### config.mk
export PLATFORM = sky130hd
export DESIGN_NAME = mem_test_ctrl
export DESIGN_NICKNAME = d
export VERILOG_FILES = /design/src/rtl/mem_test_ctrl.sv
export SDC_FILE = /design/constraint.sdc
export NUM_CORES = 1
export LEC_CHECK = 0
export BUFFER_PORTS_ARGS = -buffer_cell sky130_fd_sc_hd__buf_2
export CAP_MARGIN = 20
export CORE_MARGIN = 8
export CORE_UTILIZATION = 45
export CTS_CLUSTER_DIAMETER = 50
export DETAILED_ROUTE_END_ITERATION = 8
export PLACE_DENSITY_LB_ADDON = 0.2
export SYNTH_ARGS = -nofsm -noshare
export SYNTH_HDL_FRONTEND = slang
export SYNTH_SLANG_ARGS = --single-unit
### constraint.sdc
create_clock -name clk -period 4.4 [get_ports clk]
set_input_delay 0.66 -clock clk [delete_from_list [all_inputs] [get_ports clk]]
set_output_delay 0.66 -clock clk [all_outputs]
set_load 0.005 [all_outputs]
### src/rtl/mem_test_ctrl.sv
// -----------------------------------------------------------------------------
// mem_test_ctrl
//   Self-test bus master for a small synchronous memory. It writes a selected
//   pattern to every address, reads every address back, and compares the
//   returned data against the pattern. When the sweep ends it reports the
//   result: pass/fail, the number of bad addresses, and the first bad address.
//
// Ports
//   clk        in   sole clock, all state changes on the rising edge
//   rst        in   synchronous active-high reset
//   start      in   begins a test; only accepted in IDLE or DONE
//   pat_sel    in   pattern select, latched when the test starts
//                   0: addr   1: ~addr   2: addr[0] ? 55 : AA   3: SEED
//   read       out  memory read strobe
//   write      out  memory write strobe
//   addr       out  memory address
//   data_in    out  write data sent to the memory
//   data_out   in   read data, valid the cycle after a read is sampled
//   busy       out  test in progress (WRITE, READ, DRAIN)
//   done       out  test finished, results are valid
//   pass       out  high in DONE when no mismatch was seen
//   err_cnt    out  number of mismatching addresses (0..2**ADDR_W)
//   first_err  out  address of the first mismatch, 0 if there was none
// -----------------------------------------------------------------------------
module mem_test_ctrl #(
  parameter int                ADDR_W = 5,
  parameter int                DATA_W = 8,
  parameter logic [DATA_W-1:0] SEED   = 8'hA5
) (
  input  logic              clk,
  input  logic              rst,
  input  logic              start,
  input  logic [1:0]        pat_sel,
  output logic              read,
  output logic              write,
  output logic [ADDR_W-1:0] addr,
  output logic [DATA_W-1:0] data_in,
  input  logic [DATA_W-1:0] data_out,
  output logic              busy,
  output logic              done,
  output logic              pass,
  output logic [ADDR_W:0]   err_cnt,
  output logic [ADDR_W-1:0] first_err
);

  typedef enum logic [2:0] {
    S_IDLE,
    S_WRITE,
    S_READ,
    S_DRAIN,
    S_DONE
  } state_e;

  localparam logic [ADDR_W-1:0] ADDR_LAST = {ADDR_W{1'b1}};

  // Pattern value for an address. The address is zero-extended to the data
  // width before inversion, so mode 1 sets the upper data bits.
  function automatic logic [DATA_W-1:0] pat_f(input logic [1:0]        sel,
                                              input logic [ADDR_W-1:0] a);
    logic [DATA_W-1:0] ext;
    ext = DATA_W'(a);
    case (sel)
      2'd0:    return ext;
      2'd1:    return ~ext;
      2'd2:    return a[0] ? {(DATA_W/2){2'b01}} : {(DATA_W/2){2'b10}};
      default: return SEED;
    endcase
  endfunction

  state_e            state_q, state_d;
  logic [ADDR_W-1:0] addr_q, addr_d;
  logic [1:0]        pat_q, pat_d;
  // One-stage compare pipeline: what was read last cycle and what it must be.
  logic              cmp_valid_q, cmp_valid_d;
  logic [ADDR_W-1:0] cmp_addr_q, cmp_addr_d;
  logic [DATA_W-1:0] cmp_exp_q, cmp_exp_d;
  logic [ADDR_W:0]   err_cnt_q, err_cnt_d;
  logic [ADDR_W-1:0] first_err_q, first_err_d;

  always_comb begin
    // NOTE: every signal driven here gets a default first, so no path through
    // the case statement can leave one unassigned and infer a latch.
    state_d     = state_q;
    addr_d      = addr_q;
    pat_d       = pat_q;
    cmp_valid_d = 1'b0;
    cmp_addr_d  = cmp_addr_q;
    cmp_exp_d   = cmp_exp_q;
    err_cnt_d   = err_cnt_q;
    first_err_d = first_err_q;
    read        = 1'b0;
    write       = 1'b0;
    data_in     = '0;
    busy        = 1'b0;
    done        = 1'b0;
    pass        = 1'b0;

    // Compare the data that belongs to last cycle's read. This also covers
    // the DRAIN cycle, where the read of the last address comes back.
    if (cmp_valid_q && (data_out != cmp_exp_q)) begin
      err_cnt_d = err_cnt_q + (ADDR_W+1)'(1);
      if (err_cnt_q == '0) begin
        first_err_d = cmp_addr_q;
      end
    end

    case (state_q)
      S_IDLE, S_DONE: begin
        done = (state_q == S_DONE);
        pass = done && (err_cnt_q == '0);
        if (start) begin
          state_d     = S_WRITE;
          pat_d       = pat_sel;
          addr_d      = '0;
          err_cnt_d   = '0;
          first_err_d = '0;
        end
      end

      S_WRITE: begin
        busy    = 1'b1;
        write   = 1'b1;
        data_in = pat_f(pat_q, addr_q);
        if (addr_q == ADDR_LAST) begin
          state_d = S_READ;
          addr_d  = '0;
        end else begin
          addr_d = addr_q + ADDR_W'(1);
        end
      end

      S_READ: begin
        busy        = 1'b1;
        read        = 1'b1;
        cmp_valid_d = 1'b1;
        cmp_addr_d  = addr_q;
        cmp_exp_d   = pat_f(pat_q, addr_q);
        if (addr_q == ADDR_LAST) begin
          state_d = S_DRAIN;
          addr_d  = '0;
        end else begin
          addr_d = addr_q + ADDR_W'(1);
        end
      end

      S_DRAIN: begin
        busy    = 1'b1;
        state_d = S_DONE;
      end

      default: begin
        state_d = S_IDLE;
      end
    endcase
  end

  assign addr      = addr_q;
  assign err_cnt   = err_cnt_q;
  assign first_err = first_err_q;

  // NOTE: state registers use non-blocking assignments so every register
  // samples the values from before the edge, regardless of statement order.
  always_ff @(posedge clk) begin
    if (rst) begin
      state_q     <= S_IDLE;
      addr_q      <= '0;
      pat_q       <= '0;
      cmp_valid_q <= 1'b0;
      cmp_addr_q  <= '0;
      cmp_exp_q   <= '0;
      err_cnt_q   <= '0;
      first_err_q <= '0;
    end else begin
      state_q     <= state_d;
      addr_q      <= addr_d;
      pat_q       <= pat_d;
      cmp_valid_q <= cmp_valid_d;
      cmp_addr_q  <= cmp_addr_d;
      cmp_exp_q   <= cmp_exp_d;
      err_cnt_q   <= err_cnt_d;
      first_err_q <= first_err_d;
    end
  end

endmodule
==> impl_metrics.ini <==
[synth]
syn_area_um2 = 1710
synth_async_sr_flop_share = 0
synth_seq_cells = 34
synth-edff-count = 0
synth_fp_nets = 226
synth.top_cell.area_share = 0.399
post-synth-top-count-cell = nor2_1
ys_warn_count = 0
synth_top_cell_by_area = dfxtp_1
synth.area.top_cells = dfxtp_1 40%, nor2_1 8.8%, a21oi_1 6.2%, nand2_1 5.9%, xor2_1 4.6%
avgSynthCellArea_um2 = 8.17
yosysSeqAreaShare = 0.399
synthTopCellsByCount = 40 x nor2_1, 34 x dfxtp_1, 27 x nand2_1
yosysUniqueCellTypes = 36
synth_cells = 209
ys.flop_type = dfxtp_1

[setup_path]
cp_num_buf_inv = 2
path_class = register to output port
worstPathMaxFanout = 16
critPathSlowestCell = or2_2
crit_path_max_incr_delay_ns = 0.40
critPathCaptureType = output port
crit_chain = nand2b_1, or2_2, inv_1, buf_2
arrival_ns = 1.80
cp.depth = 4
path_delay_family = simple AND/OR/NAND/NOR gates
startpoint_type = register
reg2regPathDepth = 6
critPathRequiredTime_ns = 3.74

[routing]
wl_per_cell_um = 13.2
ant_nets = 0
routed_wirelength_um = 3860
first_iter_violations = 118
drc = 0
vias_per_cell = 5.03
num_vias = 1473
drt-pass1-iter-count = 4

[global_routing]
grt_start_max_net_pins = 26
overflow = 0
track_usage = 0.130
grt_pass1_vias = 1388
grt_pass1_wl_um = 6450
antenna_found_initial = 0

[clock_network]
clockBufferDepth = 2
clock-sinks = 34
path_clk_slew_ns = 0.06
postCtsHoldBufs = 0
h-tree-depth = 2
post-cts-setup-buffers = 0
root_buffer = clkbuf_8
cts_resized = 0
cts_buffers = 5
cts_tree = built
clk_latency_ns = 0.28

[floorplanning]
dieArea_um2 = 6020
die_h_um = 77.6
ioPinCount = 42
start_util = 0.467
die-width_um = 77.6
core_area_um2 = 3660
rows = 22

[timing]
finalClockSkew_ns = 0.00296
fmax_mhz = 406
hold_viol = 0
slew_violations = 0
worst_pin_slew_ns = 0.777
setup_viol = 0
rsz0062_at_grt = no
setup_tns_ns = 0
min_period_over_period = 0.560
period_needed_ns = 2.46
slew_headroom = 0.480

[flow_run]
maxCapViolations = 0

[placement]
io_buffers = 41
placed_cells = 286
dpl.hpwl_um = 2890
gp_congestion = 0.860

[power_and_ir_drop]
leakage_nw = 0.877
cellPowerDensity_nw_per_um2 = 294
max-vdd-ir-drop_v = 0.000189

[final_layout]
post-route-util = 0.546
drive_above_1_share = 0.224
fill_cells = 353
n_antenna_cell = 0
stdcell_count = 293
nets = 262
syn_to_final_growth_pct = 17.1

[min_path]
hold_class = register to register
hold_depth = 2

[run_status]
status = finished, final reports clean
## placed cells by master, fill, tap and decap left out, types with 2 or more instances in the layout
cell,n
inv_1,7
nand3b_1,4
or2_2,2
ha_1,4
a211oi_1,6
buf_2,41
a21oi_1,21
o22a_1,2
xnor2_1,7
nor4_4,2
nand4_1,2
xor2_1,9
mux2i_1,2
o21ai_0,3
nor2_1,40
nand2_1,27
nand2b_1,4
clkbuf_8,5
nor3b_1,2
a31o_1,5
clkbuf_1,2
dfxtp_1,34
## routing by layer
layer,up-vias,wire (um),share of wire,GRT usage
li1,778,-,-,-
met1,660,1870,0.48,0.159
met2,29,1680,0.43,0.194
met3,6,255,0.066,0.0565
met4,0,57,0.015,0.0509
met5,-,0,0,0
## power by group
part	internal (W)	switching (W)
sequential	0.000311	0.00000701
combinational	0.0000220	0.0000338
clock	0.000109	0.000105
total	0.000442	0.000145
## worst paths after layout
check           startpoint            end  slack, ns
max             state_q[0]           read       1.94
min          cmp_addr_q[4]  cmp_addr_q[4]       0.46
max reg2reg        addr[0]        addr[2]       2.42
min reg2reg  cmp_addr_q[4]  cmp_addr_q[4]       0.46
## per-stage QoR
| stage | power [W] | hold slack (ns) | area, um2 | setup WS [ns] |
|---|---|---|---|---|
| 2_1_floorplan | 0.000362 | 0.437 | 1710 | 2.51 |
| 3_3_place_gp | 0.000380 | 0.450 | 1920 | 2.25 |
| 3_5_place_dp | 0.000381 | 0.450 | 1920 | 2.22 |
| 4_1_cts | 0.000591 | 0.460 | 2000 | 1.91 |
| 5_1_grt | 0.000612 | 0.475 | 2000 | 1.78 |
| 6_report | 0.000587 | 0.459 | 2000 | 1.94 |
## registers in the layout, summed over array words and instances, names as in the netlist
name,flops
first_err,5
cmp_addr_q,5
state_q,3
cmp_valid_q,1
cmp_exp_q,7
addr,5
pat_q,2
err_cnt,6
## cells by family after synthesis
group                      synth area share
DFF                                   0.399
AOI/OAI and AO/OA                     0.163
and+or+nand+nor                       0.264
buffers and inverters                0.0447
muxes                                0.0183
xor gates and xnor gates             0.0821
adders and majority gates            0.0293
## cell type report
cell class / count / area [um2] / share of cell area
multi-input cells: 156 / 951 / 0.476
well taps: 48 / 60.1 / 0.0300
flip-flops and latches: 34 / 681 / 0.340
repair buffers: 41 / 205 / 0.103
inverters: 7 / 26.3 / 0.0131
clock buffers: 7 / 76.3 / 0.0382
## worst min-delay path, stage by stage (launching register included)
cell,delay [ns]
dfxtp_1,0.31
nand2_1,0.05
a21oi_1,0.05
Note: power is estimated with default switching activity, not from simulation.
